`src/rtl/video_timing_receiver_if.sv`:
```
// Sample stream into the video timing receiver and its recovered-position / lock / frame-count outputs.
interface video_timing_receiver_if;
  logic        ce_i;
  logic        de_i;
  logic        pix_i;
  logic        valid_o;
  logic        pix_o;
  logic [9:0]  col_o;
  logic [9:0]  row_o;
  logic        sof_o;
  logic        locked_o;
  logic        err_o;
  logic [1:0]  err_code_o;
  logic        frame_done_o;
  logic [18:0] pix_count_o;

  modport master (
    output ce_i, de_i, pix_i,
    input  valid_o, pix_o, col_o, row_o, sof_o, locked_o, err_o, err_code_o,
           frame_done_o, pix_count_o
  );

  modport slave (
    input  ce_i, de_i, pix_i,
    output valid_o, pix_o, col_o, row_o, sof_o, locked_o, err_o, err_code_o,
           frame_done_o, pix_count_o
  );
endinterface

```
`src/rtl/video_timing_receiver.sv`:
```
// Recovers pixel position from de alone, checks line/frame geometry to declare lock,
// and counts lit active pixels per good frame.
module video_timing_receiver #(
  parameter logic [9:0] NumColTotal  = 10'd800,
  parameter logic [9:0] NumColActive = 10'd640,
  parameter logic [9:0] NumRowActive = 10'd480
) (
  input logic                    clk_i,
  input logic                    rst_i,
  video_timing_receiver_if.slave vif
);
  typedef enum logic [1:0] {SEARCH, ALIGN, LOCKED} state_t;

  state_t      r_state, w_state_next;
  logic        r_de_prev;
  logic [9:0]  r_gap, r_col, r_row;
  logic [18:0] r_acc;

  logic        r_valid, r_pix, r_sof, r_locked, r_err, r_frame_done;
  logic [9:0]  r_col_o, r_row_o;
  logic [1:0]  r_err_code;
  logic [18:0] r_pix_count;

  logic        w_rise, w_fall, w_vblank, w_line_rise;
  logic        w_width_err, w_extra_err, w_height_err, w_err, w_good_vb;
  logic [1:0]  w_code;
  logic [9:0]  w_gap_next, w_col_next, w_row_next;
  logic [18:0] w_acc_next;

  // A rise after at least one full line of blanking marks the start of a frame.
  assign w_rise       = vif.de_i & ~r_de_prev;
  assign w_fall       = ~vif.de_i & r_de_prev;
  assign w_vblank     = w_rise & (r_gap >= NumColTotal);
  assign w_line_rise  = w_rise & ~w_vblank;
  assign w_width_err  = w_fall & (({1'b0, r_col} + 11'd1) != {1'b0, NumColActive});
  assign w_extra_err  = w_line_rise & (r_row == (NumRowActive - 10'd1));
  assign w_height_err = w_vblank & ((r_row + 10'd1) != NumRowActive);

  assign w_gap_next = vif.de_i ? 10'd0 : ((r_gap == 10'h3FF) ? r_gap : r_gap + 10'd1);
  assign w_col_next = w_rise ? 10'd0 :
                      ((vif.de_i && r_col != 10'h3FF) ? r_col + 10'd1 : r_col);
  assign w_row_next = w_vblank ? 10'd0 :
                      ((w_line_rise && r_row != 10'h3FF) ? r_row + 10'd1 : r_row);

  always_comb begin
    w_state_next = r_state;
    w_code       = 2'b00;
    w_good_vb    = 1'b0;
    case (r_state)
      SEARCH: begin
        if (w_vblank) w_state_next = ALIGN;
      end
      ALIGN, LOCKED: begin
        if (w_width_err)       w_code = 2'b01;
        else if (w_extra_err)  w_code = 2'b11;
        else if (w_height_err) w_code = 2'b10;
        if (w_code != 2'b00) begin
          w_state_next = SEARCH;
        end else if (w_vblank) begin
          w_good_vb    = 1'b1;
          w_state_next = LOCKED;
        end
      end
      default: w_state_next = SEARCH;
    endcase
  end

  assign w_err = (w_code != 2'b00);

  // The frame-opening sample belongs to the new frame, so the accumulator restarts with it.
  always_comb begin
    w_acc_next = r_acc;
    if (r_state == SEARCH) begin
      if (w_vblank) w_acc_next = {18'd0, vif.pix_i};
    end else if (w_good_vb) begin
      w_acc_next = {18'd0, vif.pix_i};
    end else if (vif.de_i && vif.pix_i && r_acc != 19'h7FFFF) begin
      w_acc_next = r_acc + 19'd1;
    end
  end

  always_ff @(posedge clk_i or posedge rst_i) begin
    if (rst_i)          r_state <= SEARCH;
    else if (vif.ce_i)  r_state <= w_state_next;
  end

  always_ff @(posedge clk_i or posedge rst_i) begin
    if (rst_i) begin
      r_de_prev    <= 1'b0;
      r_gap        <= 10'd0;
      r_col        <= 10'd0;
      r_row        <= 10'd0;
      r_acc        <= 19'd0;
      r_valid      <= 1'b0;
      r_pix        <= 1'b0;
      r_col_o      <= 10'd0;
      r_row_o      <= 10'd0;
      r_sof        <= 1'b0;
      r_locked     <= 1'b0;
      r_err        <= 1'b0;
      r_err_code   <= 2'b00;
      r_frame_done <= 1'b0;
      r_pix_count  <= 19'd0;
    end else begin
      r_valid      <= 1'b0;
      r_sof        <= 1'b0;
      r_err        <= 1'b0;
      r_frame_done <= 1'b0;
      if (vif.ce_i) begin
        r_de_prev    <= vif.de_i;
        r_gap        <= w_gap_next;
        r_col        <= w_col_next;
        r_row        <= w_row_next;
        r_acc        <= w_acc_next;
        r_valid      <= vif.de_i & (w_state_next == LOCKED);
        r_pix        <= vif.pix_i;
        r_col_o      <= w_col_next;
        r_row_o      <= w_row_next;
        r_sof        <= w_good_vb;
        r_locked     <= (w_state_next == LOCKED);
        r_err        <= w_err;
        r_frame_done <= w_good_vb;
        if (w_err)     r_err_code  <= w_code;
        if (w_good_vb) r_pix_count <= r_acc;
      end
    end
  end

  assign vif.valid_o      = r_valid;
  assign vif.pix_o        = r_pix;
  assign vif.col_o        = r_col_o;
  assign vif.row_o        = r_row_o;
  assign vif.sof_o        = r_sof;
  assign vif.locked_o     = r_locked;
  assign vif.err_o        = r_err;
  assign vif.err_code_o   = r_err_code;
  assign vif.frame_done_o = r_frame_done;
  assign vif.pix_count_o  = r_pix_count;
endmodule

```
`src/flat_wrapper.sv`:
```
// flat-port wrapper written by rule: the top's interface ports become plain ports
module video_timing_receiver_flat 
#(
  parameter logic [9:0] NumColTotal  = 10'd800,
  parameter logic [9:0] NumColActive = 10'd640,
  parameter logic [9:0] NumRowActive = 10'd480
)
  (clk_i, rst_i, vif_ce_i, vif_de_i, vif_pix_i, vif_valid_o, vif_pix_o, vif_col_o, vif_row_o, vif_sof_o, vif_locked_o, vif_err_o, vif_err_code_o, vif_frame_done_o, vif_pix_count_o);
  video_timing_receiver_if vif_i ();
  input logic clk_i;
  input logic rst_i;
  input wire logic [$bits(vif_i.ce_i)-1:0] vif_ce_i;
  input wire logic [$bits(vif_i.de_i)-1:0] vif_de_i;
  input wire logic [$bits(vif_i.pix_i)-1:0] vif_pix_i;
  output wire logic [$bits(vif_i.valid_o)-1:0] vif_valid_o;
  output wire logic [$bits(vif_i.pix_o)-1:0] vif_pix_o;
  output wire logic [$bits(vif_i.col_o)-1:0] vif_col_o;
  output wire logic [$bits(vif_i.row_o)-1:0] vif_row_o;
  output wire logic [$bits(vif_i.sof_o)-1:0] vif_sof_o;
  output wire logic [$bits(vif_i.locked_o)-1:0] vif_locked_o;
  output wire logic [$bits(vif_i.err_o)-1:0] vif_err_o;
  output wire logic [$bits(vif_i.err_code_o)-1:0] vif_err_code_o;
  output wire logic [$bits(vif_i.frame_done_o)-1:0] vif_frame_done_o;
  output wire logic [$bits(vif_i.pix_count_o)-1:0] vif_pix_count_o;
  assign vif_i.ce_i = vif_ce_i;
  assign vif_i.de_i = vif_de_i;
  assign vif_i.pix_i = vif_pix_i;
  assign vif_valid_o = vif_i.valid_o;
  assign vif_pix_o = vif_i.pix_o;
  assign vif_col_o = vif_i.col_o;
  assign vif_row_o = vif_i.row_o;
  assign vif_sof_o = vif_i.sof_o;
  assign vif_locked_o = vif_i.locked_o;
  assign vif_err_o = vif_i.err_o;
  assign vif_err_code_o = vif_i.err_code_o;
  assign vif_frame_done_o = vif_i.frame_done_o;
  assign vif_pix_count_o = vif_i.pix_count_o;
  video_timing_receiver #(.NumColTotal(NumColTotal), .NumColActive(NumColActive), .NumRowActive(NumRowActive)) u_core (.clk_i(clk_i), .rst_i(rst_i), .vif(vif_i));
endmodule
```
`config.mk`:
```
export PLATFORM = sky130hd
export DESIGN_NAME = video_timing_receiver_flat
export DESIGN_NICKNAME = d
export VERILOG_FILES = /design/src/rtl/video_timing_receiver_if.sv /design/src/rtl/video_timing_receiver.sv /design/src/flat_wrapper.sv
export SDC_FILE = /design/constraint.sdc
export NUM_CORES = 1
export LEC_CHECK = 0
export BUFFER_PORTS_ARGS = -buffer_cell sky130_fd_sc_hd__buf_2
export CAP_MARGIN = 10
export CORE_AREA = 2 2 97 90
export DETAILED_ROUTE_END_ITERATION = 8
export DIE_AREA = 0 0 99 92
export PLACE_DENSITY_LB_ADDON = 0.05
export SLEW_MARGIN = 20
export SYNTH_ARGS = -nofsm -noshare
export SYNTH_HDL_FRONTEND = slang
export SYNTH_SLANG_ARGS = --single-unit
```
`constraint.sdc`:
```
create_clock -name clk_i -period 2.4 [get_ports clk_i]
set_clock_uncertainty 0.2 [all_clocks]
set_input_delay 0.24 -clock clk_i [delete_from_list [all_inputs] [get_ports clk_i]]
set_output_delay 0.24 -clock clk_i [all_outputs]
set_load 0.01 [all_outputs]
```
-- Yosys cells after proc, flatten, opt, wreduce, memory -nomap -nowiden
Cells that the tools add are included.
- register bits after elaboration: 78
- latch bits: 0
- RAM bits: 0
- ROM bits: 0
- input port bits: 5
- output and inout port bits: 47
- word-level logic and storage cells: 84
- memories kept: 0
- add/subtract/negate cells: 5
- multipliers: 0
- divide/modulo/power cells: 0
- order comparisons: 1
- equality and inequality tests: 12
- shift operators: 0
- mux-type cells: 25
- bitwise operators: 11
- reduce and logical (&&, ||, !) cells: 17
- operators with widths (kind ; number):
    $mux 19 ; 4
    $mux 10 ; 6
    $add 10x1->10 const B ; 3
    $ne 10x10->1 const B ; 2
    $add 19x1->19 const B ; 1
    $ne 19x19->1 const B ; 1
    $mux 2 ; 8
    $add 10x1->11 const B ; 1
    $ne 11x10->1 const B ; 1
    $eq 10x10->1 const B ; 1
    $eq 10x9->1 const B ; 1
    $ge 10x10->1 const B ; 1
    $ne 10x9->1 const B ; 1
    $reduce_and 2->1 ; 5
    $and 1x1->1 ; 8
    $reduce_bool 2->1 ; 4
    $mux 1 ; 6
    $eq 2x2->1 const B ; 2
    $logic_and 1x1->1 ; 4
    $pmux 2 s2 ; 1
    $not 1->1 ; 3
    $reduce_and 3->1 ; 1
    $reduce_bool 3->1 ; 1
    $eq 2x1->1 const B ; 1
    4 further kinds ; 4

-- Depth between registers and ports, before layout
Gate-level depths: netlist of the first run.
- depth after elaboration: 15
- mapped depth: 9
- depth with buffers taken out: 8

-- Least setup slack after synthesis of the first run
No wires, ideal clock.
- path kind: register to register
- start point: reg u_core.vif.row_o[0] (netlist name)
- end point: reg u_core.r_pix_count[10], in the netlist u_core.vif.pix_count_o[10]
- data arrival time: 2.325 ns
- required time: 2.075 ns
- slack: -0.250 ns
- stages on the path, launching flop included: 9
- path buffers: 1
- cell sequence: dfrtp_1 > ha_1 > and4_4 > xor2_2 > a2bb2oi_2 > or2_4 > nor4_4 > buf_6 > mux2_4
- RTL lines (item ; RTL line ; source):
    end signal, assigned ; video_timing_receiver.sv:124 ; if (w_good_vb) r_pix_count <= r_acc;
    end, declared ; video_timing_receiver.sv:22 ; logic [18:0] r_pix_count;

==> results of run 1 <==
[worst max-delay path: cells and delay by family (launching register included)]
family / cells / cell delay [ps]
xor gates and xnor gates: 1 / 150
AOI/OAI and AO/OA: 1 / 80
buffers and inverters: 1 / 230
and+or+nand+nor: 3 / 690
muxes: 1 / 320
adders and majority gates: 1 / 170
DFF: 1 / 430
[cells by family (layout without fill, tap and decap cells)]
family / Yosys count / count (layout) / share of synthesized area
adders and majority gates: 7 / 7 / 0.0209
buffers and inverters: 29 / 139 / 0.0365
muxes: 21 / 21 / 0.0723
AOI/OAI and AO/OA: 123 / 123 / 0.187
DFF: 78 / 78 / 0.466
and+or+nand+nor: 159 / 159 / 0.199
xor gates and xnor gates: 8 / 8 / 0.0185
[metrics by stage]
step,util,worst slack [ps],cells,hold WS (ps),instance area (µm²)
3_5_place_dp,0.599,-65.5,616,199,4920
2_1_floorplan,-,9.86,425,192,4210
5_1_grt,0.641,-73.1,637,113,5260
4_1_cts,0.628,-3.91,634,84.4,5150
3_3_place_gp,0.599,-3.54,616,194,4920
6_report,0.641,10.1,637,74.7,5260
[placed cells by master, fill, tap and decap left out, drive strengths merged, types with 8 or more instances in the layout]
master | Yosys | routed
mux2 | 20 | 20
nand2 | 46 | 46
a21oi | 17 | 17
inv | 12 | 12
clkbuf | 3 | 10
nor3 | 8 | 8
o21ai | 60 | 60
buf | 14 | 109
and3 | 9 | 9
nand3 | 20 | 20
and4 | 8 | 8
nor2 | 30 | 30
nand4 | 12 | 12
dfrtp | 78 | 78
[layer usage]
layer  routed length (µm)  GRT usage
met1                 4980      0.347
met2                 4440      0.341
met3                  514     0.0503
met4                   82     0.0525
met5                    0          0
[what timing repair did]
item                                    CTS  global route
cloned                                    0             0
buffers inserted                          0             3
resized for setup                         5            15
endpoints found under the hold margin    79             0
endpoints found under the setup margin   28            43
pin swaps                                 0             2
hold buffers                              2             0
[flip-flops by register name (all words and copies together), names as in the netlist]
register,flops
u_core.r_acc,19
u_core.r_de_prev,1
u_core.r_gap,10
u_core.r_state,2
u_core.vif.col_o,10
u_core.vif.err_code_o,2
u_core.vif.err_o,1
u_core.vif.locked_o,1
u_core.vif.pix_count_o,19
u_core.vif.pix_o,1
u_core.vif.row_o,10
u_core.vif.sof_o,1
u_core.vif.valid_o,1
[worst paths after layout]
path / from / depth (start not counted) / endpoint / slack (ps)
worst min-delay path: vif_de_i / 3 / u_core.r_de_prev / 70
worst max-delay path: u_core.vif.row_o[1] / 8 / u_core.vif.pix_count_o[13] / 10
min in group asynchronous: rst_i / 4 / u_core.vif.col_o[7] / 320
max in group asynchronous: rst_i / 4 / u_core.vif.row_o[0] / 1330
worst min register to register: u_core.vif.pix_count_o[3] / 1 / u_core.vif.pix_count_o[3] / 310
worst max register to register: u_core.vif.row_o[1] / 8 / u_core.vif.pix_count_o[13] / 10
[power by group]
group | internal [W] | switching (W)
Combinational | 0.000542 | 0.000641
Sequential | 0.00144 | 0.000122
Clock | 0.000486 | 0.000521
Total | 0.00247 | 0.00128
[layout make-up]
class	count	area, µm²	share of cell area
inverter	12	48.8	0.00928
multi-input combinational	318	2170	0.413
clock inverter	6	70.1	0.0133
tap	102	128	0.0243
clock buffer	10	128	0.0243
timing repair buffer	111	752	0.143
sequential	78	1960	0.372
==> impl_metrics.ini, run 1 <==
[outcome]
status = finished clean

[routing]
wl_um = 10000
vias = 3659
drtAntennaViolNets = 0
drc = 0
drtIter0Drc = 159
wl_per_cell_um = 15.7
dr.pass1.iters = 4
vias_per_cell = 5.74

[clocking]
htreeDepth = 3
tritoncts = yes
cts_made_buffers = 9
cts_buffer_depth = 2
insertion_delay_ps = 360
clk_pin_slew_ps = 80
cts_root_buf = clkbuf_8
numClockSinks = 78

[setup_path]
arrival_ps = 2440
required_ps = 2450
critical_path_class = reg2reg
crit_chain = ha_4 -> and4_4 -> xor2_2 -> a2bb2oi_2 -> or2_4 -> nor4_4 -> buf_12 -> mux2_4
startpoint_type = flip-flop
slowest_delay_ps = 430
path_max_fanout = 21
worst_path_max_delay_cell = dfrtp_2
endpoint_kind = flip-flop

[finish]
area_delta_synth_final_pct = 25.6
fill_cells = 666
drive_gt1_frac = 0.331
n_antenna_cell = 0
fin_nets = 542

[synthesis]
synth_warnings = 0
yosysMostFrequentCell = dfrtp_1
yosysUniqueCellTypes = 66
postSynthCellCount = 425
synth_top_area_share = 0.466
async_reset_ff_frac = 1.00
synth_edf_count = 0
synthFlopType = dfrtp_1
ys_top_cells_by_area = dfrtp_1 (47%), mux2_4 (6.5%), o21ai_0 (5.6%), nand2_1 (4.1%), nor2_1 (2.7%)
synth-seq-area-share = 0.466
postSynthAreaPerCell_um2 = 9.85
yosysTopAreaCell = dfrtp_1
syn_area_um2 = 4190
syn_nets = 437
ys_top_cells_by_count = dfrtp_1 (78), o21ai_0 (47), nand2_1 (46), nor2_1 (30), nand3_1 (20)
ys_seq_elements = 78

[grt]
grt_max_degree = 79
grt_pass1_wl_um = 16900
gr-total-overflow = 0
first_global_vias = 3425
antenna_found_initial = 0
grt_use_total = 0.230

[timing]
worstMarginPinSlew_ps = 395
finalSetupTns_ps = 0
hold_viol = 0
slew_viol_final = 0
finalCritPeriodShare = 0.996
rsz0062_at_grt = true
max_freq_mhz = 418
setup_viol = 0
layout_min_cycle_time_ps = 2390
slew_headroom = 0.730

[placed_design]
place.gp.congestion = 0.865
dp_hpwl_um = 6880
port_buffers = 51

[floorplan]
core_area_um2 = 8210
dieArea_um2 = 9110
die_y_um = 92
die_w_um = 99
initial_utilization = 0.510
rows = 32
io_pins = 52

[power_and_ir_drop]
p_total_w = 0.00375
powerDensity_nw_per_um2 = 714
vdd_ir_drop_max_mv = 0.342
leakage_nw = 2.39

[job]
maxCapViolCount = 0

[hold_path]
hp-class = in2reg
(Power assumes the default switching activity.)
==> inputs of run 2 (changes only) <==
--- a/config.mk
+++ b/config.mk
@@ -5,12 +5,14 @@
 export SDC_FILE = /design/constraint.sdc
 export NUM_CORES = 1
 export LEC_CHECK = 0
+export ABC_AREA = 1
 export BUFFER_PORTS_ARGS = -buffer_cell sky130_fd_sc_hd__buf_2
 export CAP_MARGIN = 10
-export CORE_AREA = 2 2 97 90
+export CORE_AREA = 3 3 99 92
 export DETAILED_ROUTE_END_ITERATION = 8
-export DIE_AREA = 0 0 99 92
+export DIE_AREA = 0 0 102 95
 export PLACE_DENSITY_LB_ADDON = 0.05
+export SETUP_SLACK_MARGIN = 0.1
 export SLEW_MARGIN = 20
 export SYNTH_ARGS = -nofsm -noshare
 export SYNTH_HDL_FRONTEND = slang
==> run 2 against run 1 <==
Against the previous run: the flow now finishes with violations (setup timing); combinational power decreased by 13%; critical endpoint is now u_core.r_acc[0]; area after synthesis grew 1.7%; highest routed layer unchanged; critical path type unchanged; global-route usage shrank 0.85 points; design area rose by 7.1%; non-clock buffer count shrank 13.
==> impl_metrics.ini, run 2 <==
[routing]
vias_per_cell = 5.39
drtAntennaViolNets = 0
drtIter0Drc = 260
vias = 4088
wl_per_cell_um = 15.5
dr.pass1.iters = 5
wl_um = 11800
drc = 0

[synthesis]
synth-xor-area-share = 0.0226
synth_top_family_by_area = simple AND/OR/NAND/NOR gates
synth-seq-area-share = 0.458
ys_seq_elements = 78
synth_warnings = 0
synthMuxAreaShare = 0
postSynthAreaPerCell_um2 = 7.65
synth_compound_area_frac = 0.105
syn_nets = 569
yosysMostFrequentCell = nand2_1
ys_top_cells_by_count = nand2_1 (166), dfrtp_1 (78), inv_1 (71), nor2_1 (47), nand3_1 (34)
synthFlopType = dfrtp_1
synth_edf_count = 0
synth_fa_ha_area_frac = 0.0206
postSynthCellCount = 557
async_reset_ff_frac = 1.00
yosysTopAreaCell = dfrtp_1
syn_area_um2 = 4260
synth-simple-area-share = 0.306
synth_top_area_share = 0.458
yosysUniqueCellTypes = 37
ys_top_cells_by_area = dfrtp_1 (46%), nand2_1 (15%), inv_1 (6.3%), nor2_1 (4.1%), nand3_1 (4.0%)

[setup_path]
required_ps = 2450
critical_path_class = reg2reg
ff2ff_setup_slack_ps = -110
r2r-end = u_core.r_acc[0]
r2r_cells = 16
endpoint_kind = flip-flop
slowest_delay_ps = 430
r2r-start = u_core.vif.col_o[1]
crit_start = u_core.vif.col_o[1]
path_max_fanout = 5
worst_path_max_delay_cell = dfrtp_1
startpoint_type = flip-flop
crit_path_end = u_core.r_acc[0]
crit_chain = ha_4 -> nand2_4 -> nor2_4 -> nand2_2 -> nand2_2 -> nand3_2 -> nor2_4 -> nand3_4 -> nand2_4 -> buf_6 -> nand4_4 -> nand2_2 -> nand2_4 -> clkbuf_16 -> nand2_1 -> nand2_1
arrival_ps = 2550

[grt]
grt_use_total = 0.222
grt_max_degree = 40
antenna_found_initial = 0
grt_pass1_wl_um = 17000
gr-total-overflow = 0
first_global_vias = 3669

[placed_design]
preCtsSetupSlack_ps = 4.85
dp_hpwl_um = 7040
place.gp.congestion = 0.865
port_buffers = 51

[timing]
worstMarginPinSlew_ps = 575
slew_headroom = 0.613
slew_viol_final = 0
finalCritPeriodShare = 1.04
setup_viol = 38
hold_viol = 0
layout_min_cycle_time_ps = 2510
fin_ws_ps = -105
rsz0062_at_grt = true
max_freq_mhz = 399

[clocking]
cts_buffer_depth = 2
htreeDepth = 3
numClockSinks = 78
cts_made_buffers = 9
clk_pin_slew_ps = 80
insertion_delay_ps = 350
tritoncts = yes
cts_root_buf = clkbuf_8

[hold_path]
hp-class = in2reg
min_delay_path_depth = 3

[power_and_ir_drop]
p_total_w = 0.00364
p_clk_frac = 0.277
powerDensity_nw_per_um2 = 647
p_comb_frac = 0.282
vdd_ir_drop_max_mv = 0.316
intPower_w = 0.00243
p_sw_frac = 0.332
power_frac_seq = 0.442
switchingPower_w = 0.00121
leakage_nw = 2.67

[outcome]
violations = setup timing
status = complete, but fails checks

[floorplan]
die_w_um = 102
initial_utilization = 0.528
core_area_um2 = 8070
io_pins = 52
die_y_um = 95
dieArea_um2 = 9690
rows = 31

[finish]
n_antenna_cell = 0
final_cell_mix = nand2_1 (121), dfrtp_1 (74), inv_1 (68)
final_common_cell = nand2_1
drive_gt1_frac = 0.314
area_delta_synth_final_pct = 32.2
fin_nets = 667
fill_cells = 666

[job]
maxCapViolCount = 0
## run 2: cell count changes after synthesis, moves of 8 or more
cell	before	now
nand2_1	46	166
inv_1	12	71
mux2_4	18	0
o21ai_0	47	29
nor2_1	30	47
nand3_1	20	34
o21ai_1	12	21
and3_1	9	1
## run 2: worst min-delay path by stage
stage               from            endpoint  slack [ps]
2_1_floorplan  vif_pix_i    u_core.vif.pix_o         160
6_report        vif_de_i  u_core.vif.valid_o          20
4_1_cts         vif_de_i  u_core.vif.valid_o           6
3_3_place_gp       rst_i    u_core.vif.sof_o          10
5_1_grt         vif_de_i  u_core.vif.valid_o          20
3_5_place_dp       rst_i    u_core.vif.sof_o          10
## run 2: critical path: cells and delay by family (launching register included)
family	cells	cell delay [ps]
DFF	1	430
and+or+nand+nor	13	1290
buffers and inverters	2	280
adders and majority gates	1	190
## run 2: final cells by class
| class | instances | area (µm²) | share of cell area |
|---|---|---|---|
| Timing Repair inverter | 1 | 5.00 | 0.000889 |
| Multi-Input combinational cell | 392 | 2250 | 0.399 |
| Clock buffer | 12 | 155 | 0.0275 |
| Clock inverter | 4 | 45.0 | 0.00800 |
| Inverter | 75 | 292 | 0.0518 |
| Sequential cell | 78 | 1960 | 0.347 |
| Tap cell | 99 | 124 | 0.0220 |
| Timing Repair Buffer | 98 | 808 | 0.144 |
## run 2: metal layers
layer  wire length (µm)  track usage  up-vias
li1                   -            -     1986
met1               5400        0.302     1961
met2               5520        0.347      122
met3                679       0.0569       19
met4                168       0.0710        0
met5                  0            0        -
## run 2: cells by family after synthesis
| group | count (synthesis) |
|---|---|
| buffers and inverters | 87 |
| and+or+nand+nor | 295 |
| DFF | 78 |
| adders and majority gates | 7 |
| AOI/OAI and AO/OA | 79 |
| xor gates and xnor gates | 11 |
## run 2: power groups by stage
stage                     registers [W]  logic [W]  clock network (W)
after detailed placement        0.00160   0.000783                  0
after floorplan                 0.00165   0.000419                  0
after global routing            0.00163    0.00113            0.00109
after global placement          0.00160   0.000765                  0
after CTS                       0.00159   0.000880            0.00103
final                           0.00161    0.00103            0.00101
## run 2: repair_timing
| item | CTS | global route |
|---|---|---|
| setup buffers | 7 | 14 |
| endpoints found under the setup margin | 41 | 48 |
| gates resized for setup | 18 | 71 |
| pin swaps | 3 | 23 |
| hold buffers | 2 | 0 |
| endpoints found under the hold margin | 79 | 0 |
| gates cloned | 2 | 7 |
## run 2: per-stage QoR
stage                     setup TNS [ps]  utilization  area (µm²)  hold slack [ps]  std cells
final                              -2260        0.698        5630             16.1        759
after global routing               -8590        0.698        5630             24.6        759
after CTS                              0        0.638        5150             5.61        738
after detailed placement               0        0.589        4750             10.2        711
after global placement                 0        0.589        4750             13.3        711
after floorplan                        0            -        4280              157        557
